[src/rtl/muldiv_pkg.sv]
// Shared definitions for the muldiv unit: state encoding, word width, iteration count.
// Also holds the two's-complement magnitude helper used when a divide starts.
package muldiv_pkg;
    localparam int WORD_W     = 32;
    localparam int ITERATIONS = 32;

    typedef enum logic [2:0] {IDLE, MULT, DIV, FIX, DONE} state_t;

    function automatic logic [WORD_W-1:0] mag(input logic [WORD_W-1:0] v);
        return v[WORD_W-1] ? -v : v;
    endfunction
endpackage

[src/rtl/div_step.sv]
// One restoring-division iteration on unsigned magnitudes; purely combinational.
// The remainder is assumed below the divisor, so the borrow bit alone decides the quotient bit.
module div_step
    import muldiv_pkg::*;
(
    input  logic [WORD_W-1:0] rem,
    input  logic [WORD_W-1:0] quo,
    input  logic [WORD_W-1:0] dvs,
    output logic [WORD_W-1:0] rem_next,
    output logic [WORD_W-1:0] quo_next
);
    logic [WORD_W:0] rem_sh;
    logic [WORD_W:0] diff;
    logic            fits;

    always_comb begin
        rem_sh   = {rem, quo[WORD_W-1]};
        diff     = rem_sh - {1'b0, dvs};
        fits     = ~diff[WORD_W];
        rem_next = fits ? diff[WORD_W-1:0] : rem_sh[WORD_W-1:0];
        quo_next = {quo[WORD_W-2:0], fits};
    end
endmodule

[src/rtl/muldiv_unit.sv]
// Signed 32x32 multiply (radix-2 Booth, or single cycle with MULDIV_FAST_MULT_EN) and signed divide.
// Result after 33 cycles (multiply) / 34 (divide); start requests are ignored while busy.
module muldiv_unit
    import muldiv_pkg::*;
(
    input  logic        clk,
    input  logic        reset,
    input  logic        MULT_on,
    input  logic        DIV_on,
    input  logic [31:0] A,
    input  logic [31:0] B,
    output logic [31:0] Hi,
    output logic [31:0] Lo,
    output logic        busy,
    output logic        done,
    output logic        div_zero
);
    state_t            state, state_next;
    logic [5:0]        cnt;
    logic [WORD_W:0]   acc;     // product high part (one guard bit) or running remainder
    logic [WORD_W-1:0] low;     // multiplier / product low part, or running quotient
    logic [WORD_W-1:0] m;       // multiplicand, or divisor magnitude
    logic              q_m1;
    logic              neg_q, neg_r, b_zero;
    logic              last;
    logic [WORD_W-1:0] rem_d, quo_d;

    assign last = (cnt == 6'(ITERATIONS - 1));

`ifdef MULDIV_FAST_MULT_EN
    logic signed [2*WORD_W-1:0] prod;
    assign prod = $signed(low) * $signed(m);
`else
    logic [WORD_W:0]   booth_sum, acc_b;
    logic [WORD_W-1:0] low_b;

    always_comb begin
        case ({low[0], q_m1})
            2'b01:   booth_sum = acc + {m[WORD_W-1], m};
            2'b10:   booth_sum = acc - {m[WORD_W-1], m};
            default: booth_sum = acc;
        endcase
        acc_b = {booth_sum[WORD_W], booth_sum[WORD_W:1]};
        low_b = {booth_sum[0], low[WORD_W-1:1]};
    end
`endif

    div_step u_div_step (
        .rem      (acc[WORD_W-1:0]),
        .quo      (low),
        .dvs      (m),
        .rem_next (rem_d),
        .quo_next (quo_d)
    );

    always_ff @(posedge clk or posedge reset) begin
        if (reset) state <= IDLE;
        else       state <= state_next;
    end

    always_comb begin
        state_next = state;
        busy       = (state != IDLE);
        done       = (state == DONE);
        div_zero   = (state == DIV) && b_zero;
        case (state)
            IDLE: begin
                if (MULT_on)     state_next = MULT;
                else if (DIV_on) state_next = DIV;
            end
`ifdef MULDIV_FAST_MULT_EN
            MULT: state_next = DONE;
`else
            MULT: if (last) state_next = DONE;
`endif
            DIV: begin
                if (b_zero)    state_next = IDLE;
                else if (last) state_next = FIX;
            end
            FIX:     state_next = DONE;
            DONE:    state_next = IDLE;
            default: state_next = IDLE;
        endcase
    end

    always_ff @(posedge clk or posedge reset) begin
        if (reset) begin
            cnt    <= '0;
            acc    <= '0;
            low    <= '0;
            m      <= '0;
            q_m1   <= 1'b0;
            neg_q  <= 1'b0;
            neg_r  <= 1'b0;
            b_zero <= 1'b0;
            Hi     <= '0;
            Lo     <= '0;
        end else begin
            case (state)
                IDLE: begin
                    cnt <= '0;
                    if (MULT_on) begin
                        acc    <= '0;
                        low    <= A;
                        m      <= B;
                        q_m1   <= 1'b0;
                        b_zero <= 1'b0;
                    end else if (DIV_on) begin
                        acc    <= '0;
                        low    <= mag(A);
                        m      <= mag(B);
                        neg_q  <= A[WORD_W-1] ^ B[WORD_W-1];
                        neg_r  <= A[WORD_W-1];
                        b_zero <= (B == '0);
                    end
                end
                MULT: begin
`ifdef MULDIV_FAST_MULT_EN
                    Hi <= prod[2*WORD_W-1:WORD_W];
                    Lo <= prod[WORD_W-1:0];
`else
                    acc  <= acc_b;
                    low  <= low_b;
                    q_m1 <= low[0];
                    cnt  <= cnt + 6'd1;
                    if (last) begin
                        Hi <= acc_b[WORD_W-1:0];
                        Lo <= low_b;
                    end
`endif
                end
                DIV: begin
                    acc <= {1'b0, rem_d};
                    low <= quo_d;
                    cnt <= cnt + 6'd1;
                end
                FIX: begin
                    Hi <= neg_r ? -acc[WORD_W-1:0] : acc[WORD_W-1:0];
                    Lo <= neg_q ? -low : low;
                end
                default: ;
            endcase
        end
    end
endmodule
[config.mk]
export PLATFORM = sky130hd
export DESIGN_NAME = muldiv_unit
export DESIGN_NICKNAME = d
export VERILOG_FILES = /design/src/rtl/muldiv_pkg.sv /design/src/rtl/div_step.sv /design/src/rtl/muldiv_unit.sv
export SDC_FILE = /design/constraint.sdc
export NUM_CORES = 1
export LEC_CHECK = 0
export BUFFER_PORTS_ARGS = -buffer_cell sky130_fd_sc_hd__buf_2
export CAP_MARGIN = 20
export CORE_AREA = 8 8 244 269
export CTS_CLUSTER_DIAMETER = 50
export DETAILED_ROUTE_END_ITERATION = 10
export DIE_AREA = 0 0 252 277
export MAX_ROUTING_LAYER = met4
export PLACE_DENSITY = 0.38
export RECOVER_POWER = 100
export SLEW_MARGIN = 20
export SYNTH_ARGS = -nofsm -noshare
export SYNTH_HDL_FRONTEND = slang
export SYNTH_SLANG_ARGS = --single-unit
[constraint.sdc]
create_clock -name clk -period 10.2 [get_ports clk]
set_clock_uncertainty 0.1 [all_clocks]
set_input_delay 2.04 -clock clk [delete_from_list [all_inputs] [get_ports clk]]
set_output_delay 2.04 -clock clk [all_outputs]
set_load 0.02 [all_outputs]
==> qor.yml, run 1 <==
status: "finished, violations left"
violations: "max-capacitance violations, max-slew violations"
crit_type: "flop to flop"
initial_core_util_pct: 24.8
grt_use_met3_pct: 2.37
io_pins: 135
post-route-period-util_pct: 62.6
numPortBuffers: 134
worstSkewPairLatency_ns: 0.51
track_usage_pct: 15.8
cts_setup_buffers: 0
fillers: 6721
leakage_uw: 0.00691
period_needed_ns: 6.39
placed_cells: 2768
top_usage_layer: "met2"
p_per_area_mw_per_mm2: 405
wl_per_cell_um: 19.2
p_comb_share_pct: 68.5
fp.dieH_um: 277
viasPerCell: 5.02
drt_iter0_drc: 708
yosysUniqueCellTypes: 80
drv_cap: 10
finalPower_uw: 6860
wl_um: 53800
cts_tree: "done"
ir_drop_uv: 150
root_buffer: "clkbuf_16"
gp_congestion: 0.836
worst_pin_slew_ns: 5.87
htree_levels: 4
post-route-util_pct: 27.9
final_nets: 2104
syn_to_final_growth_pct: 12.4
dr.pass1.iters: 7
synthCells: 1925
async_flop_share_pct: 100
setup_viol: 0
antennaDiodeCount: 0
synth-main-ff-cell: "dfrtp_1"
slew_headroom_pct: -294
layout_common_cells: "nand2_1, o21ai_0, dfrtp_1"
grt_pass1_wl_um: 84300
cts_buffers: 17
critPathLaunchType: "flop"
drc: 0
ys_warn_count: 0
cts_hold_buf: 0
cp-end-kind: "flop"
cts_buffer_depth: 2
cp.arrival_ns: 6.68
ys_ff_latch: 174
worst-endpoint-required_ns: 10.49
instances_no_fill: 2800
final-seq-area_mm2: 0.00435
via_count: 14000
synth_edf_count: 0
clock.fmax_ghz: 0.157
die_w_um: 252
mappedNetlistArea_mm2: 0.0151
final_max_slew_viol_count: 553
rsz0062_at_grt: "false"
grt_max_degree: 120
core-area_mm2: 0.0609
gr-usage-met1_pct: 21.4
grt_use_met2_pct: 24.6
seq_area_frac_synth_pct: 28.9
num_rows: 95
grt_pass1_vias: 13900
p_sw_uw: 3680
cts.clk_slew.worst_paths_ns: 0.08
clkPwrFrac_pct: 10.8
grt.overflow.total: 0
final.setup.tns_ns: 0
ctsResizeCount: 0
drt.antenna.violating_nets: 0
seq_power_share_pct: 20.7
cts.sinks: 174
hold_violations: 0
final_common_cell: "nand2_1"
drive_gt1_share_pct: 7.95
syn_avg_cell_area_um2: 7.84
power.internal_uw: 3180
die_area_mm2: 0.0698
switching_share_pct: 53.6
antenna_found_initial: 0
hp-class: "flop to flop"
multi_input_area_mm2: 0.00997
syn-num-nets: 2066
hpwl_um: 40500
cp_max_fo: 41
area by class of cell:
cell class                      count  share of cell area [%]
Multi-Input combinational cell   1542                    58.8
Sequential cell                   174                    25.7
Tap cell                          824                    6.08
Timing Repair Buffer              153                    4.10
Clock buffer                       19                    2.61
Inverter                           75                    1.67
Clock inverter                     13                    1.05
Yosys cell counts (30+ instances only):
cell type / number / area share (%)
o22ai_1: 31 / 1.3
a21o_1: 30 / 1.5
clkbuf_1: 119 / 3.0
nor2_1: 161 / 4.0
xor2_1: 69 / 4.0
ha_1: 71 / 5.9
dfrtp_1: 174 / 29
xnor2_1: 128 / 7.4
o21ai_0: 205 / 6.8
inv_1: 73 / 1.8
a21oi_1: 148 / 4.9
nand2_1: 220 / 5.5
mux2i_1: 35 / 2.3
power groups by stage:
stage          logic (uW)  clock network, uW  registers, uW
5_1_grt              5260                794           1480
4_1_cts              4760                773           1420
2_1_floorplan        3460                  0           1350
3_3_place_gp         4730                  0           1430
3_5_place_dp         4740                  0           1430
6_report             4700                739           1420
critical path: stages, from the launching register on:
cell and delay, ns:
dfrtp_1 0.40, inv_1 0.31, ha_1 0.26, inv_1 0.06
fa_1 0.41, a211oi_1 0.26, o21ai_0 0.27, o21ai_0 0.27
o21ai_0 0.26, o211ai_1 0.41, a31oi_1 0.25, xor2_4 0.16
clkbuf_1 2.06, mux2_2 0.48, a211o_1 0.29
final timing paths:
check	from	endpoint	slack, ns	depth (start not counted)
max	low[31]$_DFFE_PP0P_	acc[30]$_DFFE_PP0P_	3.81	14
min	Hi[13]$_DFFE_PP0P_	Hi[13]$_DFFE_PP0P_	0.38	2
max reg2reg	low[31]$_DFFE_PP0P_	acc[30]$_DFFE_PP0P_	3.81	14
min reg2reg	Hi[13]$_DFFE_PP0P_	Hi[13]$_DFFE_PP0P_	0.38	2
max in group asynchronous	reset	m[31]$_DFFE_PP0P_	4.04	3
min in group asynchronous	reset	Lo[2]$_DFFE_PP0P_	3.26	2
state kept, by name, summed over array words and instances, names as in the netlist, 3 cells and up:
| register | cells |
|---|---|
| Hi | 32 |
| Lo | 32 |
| acc | 33 |
| cnt | 6 |
| low | 32 |
| m | 32 |
| state | 3 |
layer usage:
metal | wire length, um | vias to the layer above
met5 | 0 | -
met4 | 673 | 0
met3 | 1780 | 40
li1 | - | 7031
met1 | 26800 | 6714
met2 | 24600 | 260
cells by family (layout without fill, tap and decap cells):
logic type	count (synthesis)	after routing	share of synthesized area [%]
AOI/OAI and AO/OA	649	649	27.2
DFF	174	174	28.9
buffers and inverters	209	260	5.31
adders and majority gates	73	73	6.15
and+or+nand+nor	581	581	18.2
muxes	42	42	2.85
xor gates and xnor gates	197	197	11.4
per-stage QoR:
step	worst slack (ns)	cell area, um2	hold slack, ns
after floorplan	3.34	15100	0.363
after detailed placement	5.22	16500	0.366
final	3.81	17000	0.379
after CTS	5.22	17100	0.384
after global placement	5.25	16500	0.358
after global routing	3.13	17000	0.409
Note: power is estimated with default switching activity, not from simulation.
==> run 2: changes to the inputs <==
Clock period 10.2 ns to 6.45 ns, I/O delays scaled along.
==> qor.yml, run 2 (synthesis gave the netlist of run 1 again) <==
status: "finished, violations left"
violations: "max-capacitance violations, max-slew violations"
core-area_mm2: 0.0609  # unchanged
grt_pass1_wl_um: 83800  # -0.62%
ir_drop_uv: 238  # +59%
top_usage_layer: "met2"
grt_use_met2_pct: 24.0  # -0.56 points
io_pins: 135  # unchanged
syn_to_final_growth_pct: 12.1
via_count: 14100  # +0.30%
setup_viol: 0  # unchanged
worst_pin_slew_ns: 3.08  # -2.80 ns
cp_max_fo: 6  # -85%
hpwl_um: 40900  # +0.94%
rsz0062_at_grt: "false"
wl_per_cell_um: 19.1  # -0.43%
grt.overflow.total: 0  # unchanged
top_register: "acc"
clkPwrFrac_pct: 10.2  # -0.6 points
final_common_cell: "nand2_1"
max_stage_delay_ns: 0.66  # -1.40 ns
switching_share_pct: 54.2  # +0.55 points
worst_path_max_delay_cell: "or4b_2"
cts_buffers: 17  # unchanged
fillers: 6779  # +0.86%
p_per_area_mw_per_mm2: 639  # +58%
antenna_found_initial: 1  # +1
htree_levels: 4  # unchanged
crit_type: "flop to flop"
hold_violations: 0  # unchanged
r2r-start: "m[1]$_DFFE_PP0P_"
wl_um: 53600  # -0.29%
final_nets: 2106  # +0.095%
clock.fmax_ghz: 0.184  # +18%
grt_pass1_vias: 13900  # -0.043%
gr-usage-met1_pct: 20.9  # -0.52 points
cp_cell_sequence: "inv_1 > ha_1 > or4b_2 > nor4_1 > and2_4 > nor2b_1 > nor2_1 > xnor2_1 > ha_1 > and2_0 > nand3_1 > or3_1 > o211ai_1 > a41oi_1 > xnor2_1 > a222oi_1 > o221ai_1"
reg2regPathDepth: 17  # +3
cts_setup_buffers: 0  # unchanged
drv_cap: 8  # -2
track_usage_pct: 15.6  # -0.16 points
initial_core_util_pct: 24.8  # unchanged
power.internal_uw: 4950  # +56%
min_from: "Lo[13]$_DFFE_PP0P_"
drt_iter0_drc: 756  # +6.8%
cts_tree: "done"
cts_hold_buf: 0  # unchanged
grt_max_degree: 73  # -39%
post-route-util_pct: 27.8  # -0.082 points
cts.sinks: 174  # unchanged
p_sw_uw: 5850  # +59%
cp-end-kind: "flop"
startpoint: "m[1]$_DFFE_PP0P_"
worstSkewPairLatency_ns: 0.50  # about the same
root_buffer: "clkbuf_16"
layout_common_cells: "nand2_1, o21ai_0, dfrtp_1"
fp.dieH_um: 277  # unchanged
ctsResizeCount: 0  # unchanged
die_area_mm2: 0.0698  # unchanged
hp-class: "flop to flop"
die_w_um: 252  # unchanged
slew_headroom_pct: -106  # +190 points
viasPerCell: 5.02  # +0.16%
num_rows: 95  # unchanged
p_comb_share_pct: 69.0  # +0.5 points
drive_gt1_share_pct: 7.99  # +0.043 points
grt_use_met3_pct: 3.32  # +0.95 points
seq_power_share_pct: 20.7  # about the same
period_needed_ns: 5.43  # -0.962 ns
cts.clk_slew.worst_paths_ns: 0.07  # about the same
gp_congestion: 0.835  # -0.12%
cts_buffer_depth: 2  # unchanged
worst-endpoint-required_ns: 6.65  # -3.84 ns
critPathLaunchType: "flop"
largest_reg_flops: 33  # unchanged
dr.pass1.iters: 5  # -2
final_max_slew_viol_count: 343  # -38%
numPortBuffers: 134  # unchanged
post-route-period-util_pct: 84.1  # +22 points
drc: 0  # unchanged
holdPathStages: 2  # unchanged
leakage_uw: 0.00690  # about the same
cp.arrival_ns: 5.63  # -1.05 ns
final.setup.tns_ns: 0  # unchanged
drt.antenna.violating_nets: 0  # unchanged
-- run 2: cell types whose count changed in the layout (fill, tap and decap cells not counted), moves of 2 or more --
| cell | delta |
|---|---|
| and2_0 | +2 |
| and2_1 | -2 |
| buf_4 | +2 |
| bufinv_16 | -2 |
| clkbuf_1 | -4 |
| clkbuf_2 | +4 |
| clkinv_4 | -3 |
| clkinvlp_4 | +2 |
| diode_2 | +2 |
| inv_6 | -2 |
| inv_8 | +5 |
-- run 2: power by group through the flow --
stage | Combinational [uW] | Sequential [uW] | Clock, uW
after CTS | 7560 | 2240 | 1160
final | 7460 | 2240 | 1110
after floorplan | 5470 | 2140 | 0
after global placement | 7520 | 2250 | 0
after global routing | 8320 | 2330 | 1200
after detailed placement | 7540 | 2260 | 0
-- run 2: final timing paths --
kind	to	slack, ns
min reg2reg	Lo[13]$_DFFE_PP0P_	0.38
max	acc[31]$_DFFE_PP0P_	1.02
min in group asynchronous	low[6]$_DFFE_PP0P_	1.56
max reg2reg	acc[31]$_DFFE_PP0P_	1.02
max in group asynchronous	m[17]$_DFFE_PP0P_	2.09
min	Lo[13]$_DFFE_PP0P_	0.38
-- run 2: cell type report --
type	instances	area, um2	area share [%]
Clock buffer	18	439	2.60
Inverter	75	283	1.67
Tap cell	824	1030	6.10
Timing Repair Buffer	155	714	4.23
Antenna cell	2	5.00	0.0296
Multi-Input combinational cell	1542	9930	58.7
Sequential cell	174	4350	25.8
Clock inverter	14	150	0.888
-- run 2: per-stage QoR --
step | total power [uW] | hold slack, ns | setup WS (ns) | cell area, um2 | std cells
after floorplan | 7610 | 0.363 | 0.343 | 15100 | 1925
after global placement | 9760 | 0.357 | 1.46 | 16500 | 2770
after detailed placement | 9790 | 0.365 | 1.48 | 16500 | 2770
after CTS | 11000 | 0.383 | 1.46 | 17100 | 2802
after global routing | 11900 | 0.397 | 0.595 | 16900 | 2803
final | 10800 | 0.379 | 1.02 | 16900 | 2804
-- run 2: per-layer routing --
metal | part of all wire [%] | vias to the layer above
met2 | 45 | 290
met5 | 0 | -
met1 | 49 | 6737
li1 | - | 7018
met3 | 4.2 | 42
met4 | 1.7 | 0
-- run 2: worst max-delay path: cells and delay by family, from the launching register on --
| kind | cells | cell delay [ns] |
|---|---|---|
| buffers and inverters | 1 | 0.17 |
| AOI/OAI and AO/OA | 4 | 1.18 |
| adders and majority gates | 2 | 0.62 |
| xor gates and xnor gates | 2 | 0.35 |
| DFF | 1 | 0.41 |
| and+or+nand+nor | 8 | 2.40 |
